===== src/rtl/control_unit.sv =====
// control_unit: instruction sequencer for the bus datapath.
// Fetches one instruction (pc -> address register, wait MEM_LAT cycles,
// latch din into IR), then steps through up to three execute cycles,
// driving the one-hot bus-source select and the load strobes.
// Ports:
//   clock, reset   rising-edge clock, asynchronous active-high reset
//   run            level start request, only looked at in IDLE
//   din            memory data; low IR_W bits become the instruction
//   g_nz           datapath G register is non-zero (mvnz condition)
//   mux_sel[0:9]   bus source: 0=din, 1..7=r0..r6, 8=pc, 9=g
//   r_in[0:6]      load enables for r0..r6
//   pc_in, pc_inc  pc load from bus / pc increment
//   a_in, g_in     A load / G load with alu_sub selecting A-bus
//   addr_in        address register load
//   dout_in, w_d   data-out load and memory write strobe
//   done, busy     last execute cycle pulse / not in IDLE
module control_unit #(
  parameter int unsigned IR_W    = 9,
  parameter int unsigned MEM_LAT = 1
) (
  input  logic        clock,
  input  logic        reset,
  input  logic        run,
  input  logic [15:0] din,
  input  logic        g_nz,
  output logic [0:9]  mux_sel,
  output logic [0:6]  r_in,
  output logic        pc_in,
  output logic        pc_inc,
  output logic        a_in,
  output logic        g_in,
  output logic        alu_sub,
  output logic        addr_in,
  output logic        dout_in,
  output logic        w_d,
  output logic        done,
  output logic        busy
);

  typedef enum logic [2:0] {
    IDLE, FETCH, WAIT_F, LOADIR, T1, WAIT_X, T2, T3
  } state_t;

  typedef enum logic [2:0] {
    OP_MV, OP_MVI, OP_ADD, OP_SUB, OP_LD, OP_ST, OP_MVNZ, OP_RSVD
  } op_t;

  localparam logic [1:0] LAST = 2'(MEM_LAT - 1);

  state_t          state, state_nx;
  logic [IR_W-1:0] ir;
  logic [1:0]      cnt;
  op_t             op;
  logic [2:0]      rx, ry;
  logic            cnt_last;
  logic            din_unused;

  assign op         = op_t'(ir[8:6]);
  assign rx         = ir[5:3];
  assign ry         = ir[2:0];
  assign cnt_last   = (cnt == LAST);
  assign din_unused = ^din[15:IR_W];

  // Register index 7 is pc: it sources on mux_sel[8] and loads via pc_in.
  function automatic logic [0:9] src_sel(input logic [2:0] r);
    logic [0:9] v;
    v = '0;
    if (r == 3'd7) v[8] = 1'b1;
    else           v[{1'b0, r} + 4'd1] = 1'b1;
    return v;
  endfunction

  function automatic logic [0:6] dst_sel(input logic [2:0] r);
    logic [0:6] v;
    v = '0;
    if (r != 3'd7) v[r] = 1'b1;
    return v;
  endfunction

  always_ff @(posedge clock or posedge reset) begin
    if (reset) begin
      state <= IDLE;
      ir    <= '0;
      cnt   <= '0;
    end else begin
      state <= state_nx;
      if (state == LOADIR) ir <= din[IR_W-1:0];
      if ((state == WAIT_F || state == WAIT_X) && !cnt_last) cnt <= cnt + 2'd1;
      else                                                   cnt <= '0;
    end
  end

  always_comb begin
    state_nx = state;
    case (state)
      IDLE:   if (run) state_nx = FETCH;
      FETCH:  state_nx = WAIT_F;
      WAIT_F: if (cnt_last) state_nx = LOADIR;
      LOADIR: state_nx = T1;
      T1: begin
        case (op)
          OP_MVI, OP_LD:         state_nx = WAIT_X;
          OP_ADD, OP_SUB, OP_ST: state_nx = T2;
          default:               state_nx = IDLE;
        endcase
      end
      WAIT_X: if (cnt_last) state_nx = T2;
      T2:     state_nx = (op == OP_ADD || op == OP_SUB) ? T3 : IDLE;
      T3:     state_nx = IDLE;
      default: state_nx = IDLE;
    endcase
  end

  always_comb begin
    mux_sel = '0;
    r_in    = '0;
    pc_in   = 1'b0;
    pc_inc  = 1'b0;
    a_in    = 1'b0;
    g_in    = 1'b0;
    alu_sub = 1'b0;
    addr_in = 1'b0;
    dout_in = 1'b0;
    w_d     = 1'b0;
    done    = 1'b0;
    busy    = (state != IDLE);
    case (state)
      FETCH: begin
        mux_sel[8] = 1'b1;
        addr_in    = 1'b1;
        pc_inc     = 1'b1;
      end
      T1: begin
        case (op)
          OP_MV: begin
            mux_sel = src_sel(ry);
            r_in    = dst_sel(rx);
            pc_in   = (rx == 3'd7);
            done    = 1'b1;
          end
          OP_MVI: begin
            mux_sel[8] = 1'b1;
            addr_in    = 1'b1;
            pc_inc     = 1'b1;
          end
          OP_ADD, OP_SUB: begin
            mux_sel = src_sel(rx);
            a_in    = 1'b1;
          end
          OP_LD, OP_ST: begin
            mux_sel = src_sel(ry);
            addr_in = 1'b1;
          end
          OP_MVNZ: begin
            // g_nz is the datapath's registered G flag, so this stays glitch-free.
            if (g_nz) begin
              mux_sel = src_sel(ry);
              r_in    = dst_sel(rx);
              pc_in   = (rx == 3'd7);
            end
            done = 1'b1;
          end
          default: done = 1'b1;
        endcase
      end
      T2: begin
        case (op)
          OP_MVI, OP_LD: begin
            mux_sel[0] = 1'b1;
            r_in       = dst_sel(rx);
            pc_in      = (rx == 3'd7);
            done       = 1'b1;
          end
          OP_ADD, OP_SUB: begin
            mux_sel = src_sel(ry);
            g_in    = 1'b1;
            alu_sub = (op == OP_SUB);
          end
          OP_ST: begin
            mux_sel = src_sel(rx);
            dout_in = 1'b1;
            w_d     = 1'b1;
            done    = 1'b1;
          end
          default: ;
        endcase
      end
      T3: begin
        mux_sel[9] = 1'b1;
        r_in       = dst_sel(rx);
        pc_in      = (rx == 3'd7);
        done       = 1'b1;
      end
      default: ;
    endcase
  end

  always_ff @(posedge clock) begin
    if (!reset) begin
      assert ($onehot0(mux_sel));
      assert (!(pc_in && pc_inc));
    end
  end

endmodule

===== config.mk =====
export PLATFORM = sky130hd
export DESIGN_NAME = control_unit
export DESIGN_NICKNAME = d
export VERILOG_FILES = /design/src/rtl/control_unit.sv
export SDC_FILE = /design/constraint.sdc
export NUM_CORES = 1
export LEC_CHECK = 0
export CAP_MARGIN = 10
export CORE_MARGIN = 5
export CORE_UTILIZATION = 52
export CTS_CLUSTER_SIZE = 20
export DETAILED_ROUTE_END_ITERATION = 12
export DONT_BUFFER_PORTS = 1
export PLACE_DENSITY = 0.67
export SYNTH_ARGS = -nofsm -noshare
export SYNTH_HDL_FRONTEND = slang
export SYNTH_SLANG_ARGS = --single-unit

===== constraint.sdc =====
create_clock -name clock -period 1.85 [get_ports clock]
set_input_delay 0.0925 -clock clock [delete_from_list [all_inputs] [get_ports clock]]
set_output_delay 0.0925 -clock clock [all_outputs]
set_load 0.005 [all_outputs]

# After elaboration in Yosys (flattened, before gate mapping)
# Index checks and enable logic that the tools add are counted.
dict set report classes {
  addsub 3
  n_lt_le_gt_ge 6
  n_eq_ne 19
  n_mux 50
  bitwise_logic 3
  reduce_logical 18
}
# operator count
set op_table {}
lappend op_table {{3-bit equality test (second input constant)} 9}
lappend op_table {{3-bit case mux with 8 select lines} 1}
lappend op_table {{8-bit case mux with 3 select lines} 1}
lappend op_table {{7-bit 2-to-1 mux} 3}
lappend op_table {{7-bit case mux with 3 select lines} 1}
lappend op_table {{1-bit 2-to-1 mux} 19}
lappend op_table {{1-bit case mux with 3 select lines} 6}
lappend op_table {{9-bit case mux with 2 select lines} 1}
lappend op_table {{8-bit 2-to-1 mux} 2}
lappend op_table {{8-bit case mux with 2 select lines} 1}
lappend op_table {{7-bit case mux with 2 select lines} 1}
lappend op_table {{3-bit by 2-bit equality test with 1-bit output (second input constant)} 4}
lappend op_table {{3-bit 2-to-1 mux} 4}
lappend op_table {{5-bit greater-or-equal comparator (second input constant)} 2}
lappend op_table {{5-bit by 1-bit less-than comparator with 1-bit output (second input constant)} 2}
lappend op_table {{10-bit 2-to-1 mux} 1}
lappend op_table {{4-bit inverter with 5-bit output} 2}
lappend op_table {{3-bit OR reduction} 3}
lappend op_table {{3-bit by 1-bit adder with 4-bit output (second input constant)} 2}
lappend op_table {{1-bit demux with 4-bit select} 2}
lappend op_table {{3-bit by 1-bit equality test with 1-bit output (second input constant)} 2}
lappend op_table {{3-bit zero test} 2}
lappend op_table {{2-bit inequality test (second input constant)} 3}
lappend op_table {{1-bit case mux with 2 select lines} 3}
lappend op_table {{17 further kinds} 22}
dict set report totals {
  reg_bits 14
  output_inout_bits 27
  elab_cells 102
}

# Depth between registers and ports, before layout
# Gate-level depths: netlist of run 1.
dict set report depth {
  depth_word 10
  ltp_mapped 7
  mapped_depth_nobuf 6
}

# Worst setup path before layout of run 1
# Ideal clock, no wire load.
dict set report synth_path {
  kind {register to output}
  startpoint {reg ir[4]}
  endpoint {out mux_sel[3] (netlist bit)}
  arrival_ps 1683
  required_time_ps 1757
  slack_ps 75
  stages_incl_launch_ff 8
  path_buffers 1
  path_cell_list {dfrtp_1 > and2_1 > ha_1 > or3b_1 > buf_2 > nor3_1 > a31oi_1 > o221ai_1}
}
dict set report synth_via {
  elab_chain_len 9
}
# item line
set synth_rtl {}
lappend synth_rtl {{start: declaration} 51} ;# logic [IR_W-1:0] ir;
lappend synth_rtl {{start signal: assignment} 87} ;# if (state == LOADIR) ir <= din[IR_W-1:0];
lappend synth_rtl {{3-bit by 1-bit adder with 4-bit output} 69} ;# else v[{1'b0, r} + 4'd1] = 1'b1;
lappend synth_rtl {{4-bit inverter with 5-bit output (not written as such)} 69}
lappend synth_rtl {{5-bit greater-or-equal comparator (not written as such) or 5-bit by 1-bit less-than comparator with 1-bit output (tied branches)} 69}
lappend synth_rtl {{1-bit logical AND (not written as such)} 69}
lappend synth_rtl {{1-bit 2-to-1 mux (not written as such)} 69}
lappend synth_rtl {{1-bit demux with 4-bit select} 69}
lappend synth_rtl {{8-bit 2-to-1 mux *} 68} ;# if (r == 3'd7) v[8] = 1'b1;
lappend synth_rtl {{8-bit case mux with 3 select lines or 9-bit case mux with 2 select lines (tied branches)} {134, 167}}
lappend synth_rtl {{8-bit case mux with 2 select lines *} 127} ;# case (state)
lappend synth_rtl {{end: declaration} 26} ;# output logic [0:9] mux_sel,
# Every way passes the cells marked *; elsewhere a longest branch is shown, timed or not.

# Worst setup path in the final report of run 1
dict set report layout_path {
  startpoint {reg ir[7]}
  endpoint {out mux_sel[5] (netlist bit)}
}
dict set report layout_via {
  elab_chain_len 4
}
# item line
set layout_rtl {}
lappend layout_rtl {{3-bit equality test (tied with other cells)} {134, 167}}
lappend layout_rtl {{3-bit OR reduction (no line) or 2-bit OR reduction (tied branches)} n/a}
lappend layout_rtl {{8-bit case mux with 3 select lines or 9-bit case mux with 2 select lines (tied branches)} {134, 167}}
lappend layout_rtl {{8-bit case mux with 2 select lines *} 127}
# Marks and branches as above.

==> results.json, run 1 <==
{
  "outcome": "finished with violations",
  "violations": "setup timing",
  "p_per_area_mw_per_mm2": 2020,
  "worstSkewPairLatency_ps": 270,
  "yosys_most_used_dff": "dfrtp_1",
  "io_pins": 47,
  "crit_slowest_cell": "dfrtp_2",
  "netlist_instances": 173,
  "rows": 19,
  "dp_hpwl_mm": 3.06,
  "required_ps": 1760,
  "syn2layout_area_growth_pct": 54.6,
  "nFillCells": 151,
  "finalWeightedCongestion": 0.885,
  "yosysTopAreaCell": "dfrtp_1",
  "slowest_delay_ps": 440,
  "hold_class": "in -> reg",
  "synth_seq_cells": 14,
  "crit_path_end_kind": "primary output",
  "final_cell_mix": "buf_4, nand3_1, dfrtp_1, dlygate4sd3_1",
  "coreArea_mm2": 0.00269,
  "whs_endpoint": "state[0]",
  "clock_skew_ps": 0.655,
  "grt_max_degree": 15,
  "htreeDepth": 1,
  "cts.clk_slew.worst_paths_ps": 70,
  "wl_per_cell_um": 21.3,
  "drtAntennaViolNets": 0,
  "r2r_start": "state[1]",
  "diodes": 0,
  "finalSetupViolCount": 9,
  "ys_seq_area_share_pct": 24.5,
  "die_w_um": 62.5,
  "port_buffers": 0,
  "drive_gt1_share_pct": 54.6,
  "ir_worst_vdd_mv": 1.93,
  "fin_tns_setup_ps": -487,
  "grt_pass1_vias": 1490,
  "dieHeight_um": 62.5,
  "worstRegToRegCells": 4,
  "mostFrequentLayoutCell": "buf_4",
  "cts_sinks": 14,
  "r2r_end": "ir[3]",
  "grt_pass1_wl_mm": 7.13,
  "yosys_warnings": 0,
  "start_util_pct": 53.3,
  "period_share_pct": 104,
  "hp-start": "run",
  "fin_ws_ps": -80.7,
  "instances_no_fill": 249,
  "cts.path.max_buffers": 2,
  "clockRootBuffer": "clkbuf_4",
  "cts_tree": "done",
  "crit_fanout": 4,
  "syn-cell-area_mm2": 0.00143,
  "crit_chain": "buf_6 -> or2_4 -> a311oi_4 -> a22oi_2 -> o221ai_2",
  "vias": 1730,
  "hold_viol_final": 0,
  "async_reset_ff_share_pct": 100,
  "setup.worst_path.start": "ir[7]",
  "min_path_cells": 3,
  "drtIter0Drc": 207,
  "timing.fmax_ghz": 0.518,
  "via_per_inst": 6.95,
  "wl_mm": 5.30,
  "start_kind": "register",
  "relSlewSlack_pct": 65.9,
  "synth_nets": 196,
  "cp.arrival_ps": 1840,
  "dr.pass1.iters": 5,
  "critical_path_class": "reg -> out",
  "drcViolationCount": 0,
  "layout.nets": 243,
  "netlist.area_leader.share_pct": 24.5,
  "synthDistinctLibCells": 54,
  "fin_crit_ps": 1930,
  "antenna_found_initial": 0,
  "rsz0062_at_grt": "yes",
  "drv_cap": 0,
  "dpl.cell_count": 210,
  "gr-total-overflow": 0,
  "fp.dieArea_mm2": 0.00390,
  "maxSlewViolCount": 0,
  "avgSynthCellArea_um2": 8.27,
  "synth_edf_count": 0,
  "tightest_slew_ps": 510,
  "p_leak_uw": 0.000865,
  "fin_util_pct": 82.4,
  "synth.area.top_cells": "dfrtp_1, mux2_2, o221ai_1",
  "cts_made_buffers": 3,
  "rrSetupSlack_ps": 310,
  "grt_use_total_pct": 21.8
}
worst max-delay path: cells and delay by family (launching register included):
| family | cells | cell delay (ps) |
|---|---|---|
| buf+inv | 1 | 120 |
| compound gates | 3 | 770 |
| simple gates | 1 | 240 |
| flops | 1 | 440 |
flip-flops by register name, summed over array words and instances, names as in the netlist:
| signal | cells |
|---|---|
| ir | 9 |
| state | 3 |
| cnt | 2 |
metal layers:
metal  vias up  global-route usage [%]  part of all wire, %
met5         -                       0                    0
li1        754                       -                    -
met4         0                    8.75                  4.7
met3        23                    3.06                  8.8
met2       130                    36.5                   48
met1       823                    27.8                   39
final cells by class:
cell class / count / area, µm² / area share (%)
Sequential cell: 14 / 355 / 16.1
Tap cell: 31 / 38.8 / 1.75
Multi-Input combinational cell: 139 / 1300 / 58.7
Timing Repair Buffer: 53 / 457 / 20.6
Clock buffer: 3 / 22.5 / 1.02
Inverter: 9 / 41.3 / 1.87
report_power, final:
group,switching (µW),internal [µW],total (µW),leakage (µW)
Combinational,1970,1660,3620,0.000686
Sequential,243,451,693,0.000165
Clock,86.3,75.4,162,0.0000138
Total,2300,2180,4480,0.000865
worst max-delay path by stage:
| stage | end | slack, ps |
|---|---|---|
| 2_1_floorplan | mux_sel[3] | 70 |
| 3_3_place_gp | mux_sel[4] | 110 |
| 3_5_place_dp | mux_sel[5] | 70 |
| 4_1_cts | mux_sel[5] | -120 |
| 5_1_grt | mux_sel[3] | -160 |
| 6_report | mux_sel[5] | -80 |
synthesized netlist by cell type (all sizes together) (2+ instances only):
master	number
and2	4
a311oi	2
dfrtp	14
nor4	2
a21oi	11
nand2b	4
or3	2
a31o	3
a21o	2
mux2	9
a211oi	7
nand2	13
o221ai	8
nand3	11
buf	10
nor3	3
o22ai	2
a32oi	3
nand3b	2
a22oi	3
nor2	12
o211ai	2
nor2b	7
inv	9
o21ai	4
and3	6
ha	3
cell families (layout without fill, tap and decap cells):
| logic type | count (synthesis) | after routing | share of synthesized area [%] |
|---|---|---|---|
| AOI/OAI and AO/OA | 56 | 56 | 29.0 |
| adders and majority gates | 3 | 3 | 2.62 |
| buffers and inverters | 20 | 65 | 7.25 |
| DFF | 14 | 14 | 24.5 |
| muxes | 9 | 9 | 7.08 |
| and+or+nand+nor | 71 | 71 | 29.5 |
stage by stage:
stage          hold slack [ps]  total power, µW  instance area (µm²)  setup slack, ps
3_3_place_gp              34.3             2670                 1530              108
4_1_cts                   72.5             3480                 1870             -117
5_1_grt                    107             4730                 2210             -161
2_1_floorplan            -18.3             2150                 1430             74.5
3_5_place_dp              39.3             2740                 1530             70.6
6_report                  88.0             4480                 2210            -80.7
timing repair:
action,CTS,global route
pin swaps,15,15
hold endpoints to repair,23,0
setup buffers,7,19
setup endpoints to repair,17,21
gates resized for setup,38,41
hold buffers,10,0
Power figures use the tool's default switching activity.
==> run 2: changes to the inputs <==
Clock period 1.85 ns to 2.5 ns, I/O delays scaled along.
==> run 2 against run 1 <==
  * The flow now finishes without violations
  * Clock power fell by 4%
  * Die area did not move
  * Routed wire length fell by 27%
  * Worst setup slack improved by 250 ps
==> results.json, run 2 (same netlist as run 1, synthesis figures left out) <==
{
  "outcome": "finished, final reports clean",
  "relSlewSlack_pct": 63.9,
  "tightest_slew_ps": 539,
  "nFillCells": 279,
  "cts.path.max_buffers": 2,
  "dieHeight_um": 62.5,
  "syn2layout_area_growth_pct": 8.57,
  "via_per_inst": 6.73,
  "cts_tree": "done",
  "hold_viol_final": 0,
  "dp_hpwl_mm": 2.89,
  "period_share_pct": 93.1,
  "start_util_pct": 53.3,
  "largest_register_ffs": 9,
  "fin_crit_ps": 2330,
  "io_pins": 47,
  "mostFrequentLayoutCell": "dfrtp_1",
  "port_buffers": 0,
  "drive_gt1_share_pct": 16.3,
  "finalWeightedCongestion": 0.863,
  "fin_tns_setup_ps": 0,
  "gr-total-overflow": 0,
  "cts.clk_slew.worst_paths_ps": 80,
  "clock_skew_ps": 2.20,
  "drv_cap": 0,
  "worstSkewPairLatency_ps": 270,
  "cts_made_buffers": 3,
  "finalSetupViolCount": 0,
  "maxSlewViolCount": 0,
  "timing.fmax_ghz": 0.429,
  "dpl.cell_count": 195,
  "hold_class": "in -> reg",
  "diodes": 0,
  "regMostFlops": "ir",
  "start_kind": "register",
  "wl_per_cell_um": 18.4,
  "rows": 19,
  "drcViolationCount": 0,
  "grt_use_total_pct": 19.2,
  "rsz0062_at_grt": "no",
  "p_per_area_mw_per_mm2": 1310,
  "htreeDepth": 1,
  "fp.dieArea_mm2": 0.00390,
  "crit_fanout": 7,
  "dr.pass1.iters": 4,
  "wl_mm": 3.85,
  "crit_path_end_kind": "primary output",
  "coreArea_mm2": 0.00269,
  "p_leak_uw": 0.000618,
  "layout.nets": 202,
  "final_cell_mix": "dfrtp_1, nor2_1, a21oi_1",
  "ir_worst_vdd_mv": 0.966,
  "vias": 1406,
  "total_power_uw": 2040,
  "drtIter0Drc": 135,
  "required_ps": 2380,
  "clockRootBuffer": "clkbuf_4",
  "antenna_found_initial": 0,
  "grt_pass1_wl_mm": 6.45,
  "critical_path_class": "reg -> out",
  "die_w_um": 62.5,
  "instances_no_fill": 209,
  "drtAntennaViolNets": 0,
  "cp.arrival_ps": 2200,
  "grt_max_degree": 16,
  "cts_sinks": 14,
  "layout_top_registers": "ir (9), state (3), cnt (2)",
  "grt_pass1_vias": 1368
}
==> run 2: cell count changes in the layout (fill, tap and decap cells not counted), moves of 4 or more <==
cell / change
o221ai_2: -8
dfrtp_1: +4
buf_6: -7
a211oi_1: +7
a211oi_4: -5
buf_4: -33
o221ai_1: +8
dfrtp_2: -4
==> run 2: final cells by class <==
cell class,instances,area (µm²),share of cell area (%)
inverter,9,33.8,2.17
multi-input combinational,139,980,63.0
timing repair buffer,12,115,7.41
clock buffer,4,36.3,2.33
tap,31,38.8,2.50
sequential,14,350,22.5
==> run 2: path summary, 6_finish.rpt <==
kind / from / to / slack, ps / cells after the start
worst max-delay path: ir[4] / mux_sel[3] / 170 / 6
worst min-delay path: run / state[0] / 110 / 3
worst max register to register: ir[8] / state[1] / 880 / 4
worst min register to register: cnt[0] / cnt[0] / 540 / 2
max in group asynchronous: reset / ir[6] / 1830 / 2
min in group asynchronous: reset / ir[7] / 330 / 2
==> run 2: critical path, cell delays in order (launching register included) <==
cell,delay (ps)
dfrtp_1,450
and2_1,240
ha_1,280
or3b_4,450
nor3_1,200
a31oi_1,80
o221ai_1,230
==> run 2: timing repair <==
| action | CTS | global route |
|---|---|---|
| hold buffers | 8 | 2 |
| hold endpoints to repair | 21 | 2 |
| gates resized for setup | 0 | 1 |
| endpoints found under the setup margin | 0 | 1 |
| buffers inserted | 0 | 0 |
==> run 2: stage by stage <==
| stage | setup slack [ps] | instance area (µm²) | utilization (%) | hold WS (ps) |
|---|---|---|---|---|
| after floorplan | 692 | 1430 | - | 14.2 |
| after global placement | 551 | 1420 | 52.7 | 60.1 |
| after detailed placement | 431 | 1420 | 52.7 | 75.9 |
| after CTS | 121 | 1530 | 57.0 | 1.71 |
| after global routing | 45.5 | 1550 | 57.8 | 126 |
| final | 172 | 1550 | 57.8 | 110 |
==> run 2: power by group <==
part           total (µW)  internal [µW]  switching, µW
clock                 155           88.5           66.7
sequential            593            324            269
combinational        1290            513            779
==> run 2: layer usage <==
| layer | wire [µm] | global-route usage, % | vias up | share of wire (%) |
|---|---|---|---|---|
| met1 | 1610 | 24.5 | 651 | 42 |
| met4 | 47 | 8.22 | 0 | 1.2 |
| met2 | 1900 | 31.5 | 72 | 49 |
| met5 | 0 | 0 | - | 0 |
| met3 | 289 | 3.42 | 10 | 7.5 |
| li1 | - | - | 673 | - |
==> run 3: changes to the inputs <==
Settings changed: GPL_TIMING_DRIVEN set to 0.
==> run 3 against run 2 <==
  * Cell count grew 3.8%
  * Die area unchanged
  * Worst hold slack got worse by 3.9 ps
  * Clock power shrank 22%
  * Sequential share of layout area shrank 0.55 points
  * Worst setup slack improved by 21 ps
  * Highest routed layer unchanged
  * Global-route usage up 0.40 points
  * Critical path depth increased by 1
  * Largest cell class unchanged
  * Routed wire length rose by 1.2%
  * Combinational power grew 15%
  * Design area grew 2.5%
  * Non-clock buffer count increased by 9
==> results.json, run 3 (same netlist as run 1, synthesis figures left out) <==
{
  "grt_pass1_wl_mm": 6.42,
  "dpl.cell_count": 204,
  "layout.nets": 211,
  "drive_gt1_share_pct": 18.8,
  "die_w_um": 62.5,
  "timing.fmax_ghz": 0.433,
  "crit_chain": "and2_1 -> ha_1 -> or3b_1 -> buf_2 -> nor3_1 -> a21oi_1 -> o221ai_1",
  "finalSetupViolCount": 0,
  "drtIter0Drc": 140,
  "p_leak_uw": 0.000647,
  "layout_top_registers": "ir (9), state (3), cnt (2)",
  "dieHeight_um": 62.5,
  "mostFrequentLayoutCell": "dfrtp_1",
  "rows": 19,
  "finalWeightedCongestion": 0.909,
  "drcViolationCount": 0,
  "period_share_pct": 92.3,
  "nFillCells": 262,
  "r2r_end": "state[1]",
  "fin_tns_setup_ps": 0,
  "cts.path.max_buffers": 2,
  "gr-total-overflow": 0,
  "ir_worst_vdd_mv": 0.923,
  "cts_tree": "done",
  "drtAntennaViolNets": 0,
  "wl_mm": 3.89,
  "antenna_found_initial": 0,
  "cp.buffers_inverters": 1,
  "dp_hpwl_mm": 3.01,
  "endpoint": "mux_sel[7]",
  "worstSkewPairLatency_ps": 280,
  "cp.arrival_ps": 2180,
  "slowest_delay_ps": 450,
  "tightest_slew_ps": 496,
  "io_pins": 47,
  "hold_viol_final": 0,
  "vias": 1468,
  "dr.pass1.iters": 5,
  "r2r_start": "ir[6]",
  "drv_cap": 0,
  "crit_fanout": 7,
  "coreArea_mm2": 0.00269,
  "grt_pass1_vias": 1367,
  "cts.clk_slew.worst_paths_ps": 80,
  "via_per_inst": 6.76,
  "instances_no_fill": 217,
  "clockRootBuffer": "clkbuf_4",
  "htreeDepth": 1,
  "rsz0062_at_grt": "no",
  "final_cell_mix": "dfrtp_1, nor2_1, a21oi_1",
  "grt_max_degree": 15,
  "relSlewSlack_pct": 66.9,
  "fin_crit_ps": 2310,
  "cts_made_buffers": 3,
  "p_per_area_mw_per_mm2": 1300,
  "post_cts_resized": 0,
  "start_util_pct": 53.3,
  "outcome": "finished, final reports clean",
  "clock_skew_ps": 5.76,
  "setup.worst_path.start": "ir[4]",
  "fin_util_pct": 59.3,
  "wl_per_cell_um": 17.9,
  "worstRegToRegCells": 5,
  "hold_class": "in -> reg",
  "maxSlewViolCount": 0,
  "cts_sinks": 14,
  "crit_family": "simple AND/OR/NAND/NOR gates",
  "regMostFlops": "ir",
  "syn2layout_area_growth_pct": 11.3,
  "path_depth": 7,
  "diodes": 0,
  "rrSetupSlack_ps": 1060,
  "largest_register_ffs": 9,
  "fp.dieArea_mm2": 0.00390,
  "port_buffers": 0,
  "crit_path_end_kind": "primary output",
  "critical_path_class": "reg -> out",
  "required_ps": 2380,
  "grt_use_total_pct": 19.6,
  "crit_slowest_cell": "dfrtp_1",
  "start_kind": "register"
}
## run 3: final cells by class
type                    count  area, µm²  share of cell area [%]
clock buffers               3       22.5                    1.41
plain buffers              11       70.1                    4.40
well taps                  31       38.8                    2.44
inverters                   9       33.8                    2.12
repair buffers             10        100                    6.28
multi-input cells         139        977                    61.4
flip-flops and latches     14        350                    22.0
## run 3: worst register-to-register path: stages, from the launching register on
cell and delay [ps]:
dfrtp_1 400, buf_2 250, nand2_2 130, o21ai_0 180, a21boi_0 110, a311oi_1 270
## run 3: worst min path at each step
| stage | startpoint | to | slack [ps] | depth (start not counted) |
|---|---|---|---|---|
| final | run | state[0] | 110 | 3 |
| after global routing | run | state[0] | 140 | 3 |
| after CTS | run | state[0] | 100 | 3 |
| after detailed placement | reset | ir[1] | 70 | 1 |
| after global placement | reset | ir[1] | 60 | 1 |
| after floorplan | reset | cnt[0] | 10 | 1 |
## run 3: repair_timing
item | CTS | global route
setup endpoints to repair | 0 | 1
hold buffers | 10 | 0
hold endpoints to repair | 23 | 0
setup buffers | 0 | 0
## run 3: per-stage QoR
stage	worst slack, ps	hold WS (ps)	power [µW]	cell area (µm²)
5_1_grt	2.09	139	2250	1590
4_1_cts	192	95.6	2060	1590
2_1_floorplan	692	14.2	1590	1430
6_report	193	107	2070	1590
3_3_place_gp	525	61.5	1880	1470
3_5_place_dp	510	65.0	1910	1470
## run 3: power breakdown
part	switching, µW	internal [µW]
Sequential	141	327
Clock	65.4	55.8
Combinational	919	560
Total	1130	944
## run 3: per-layer routing
layer	up-vias	global-route usage, %	routed length [µm]
met2	65	33.5	1890
li1	691	-	-
met4	0	8.22	80
met3	10	3.24	292
met1	702	24.0	1630
met5	-	0	0
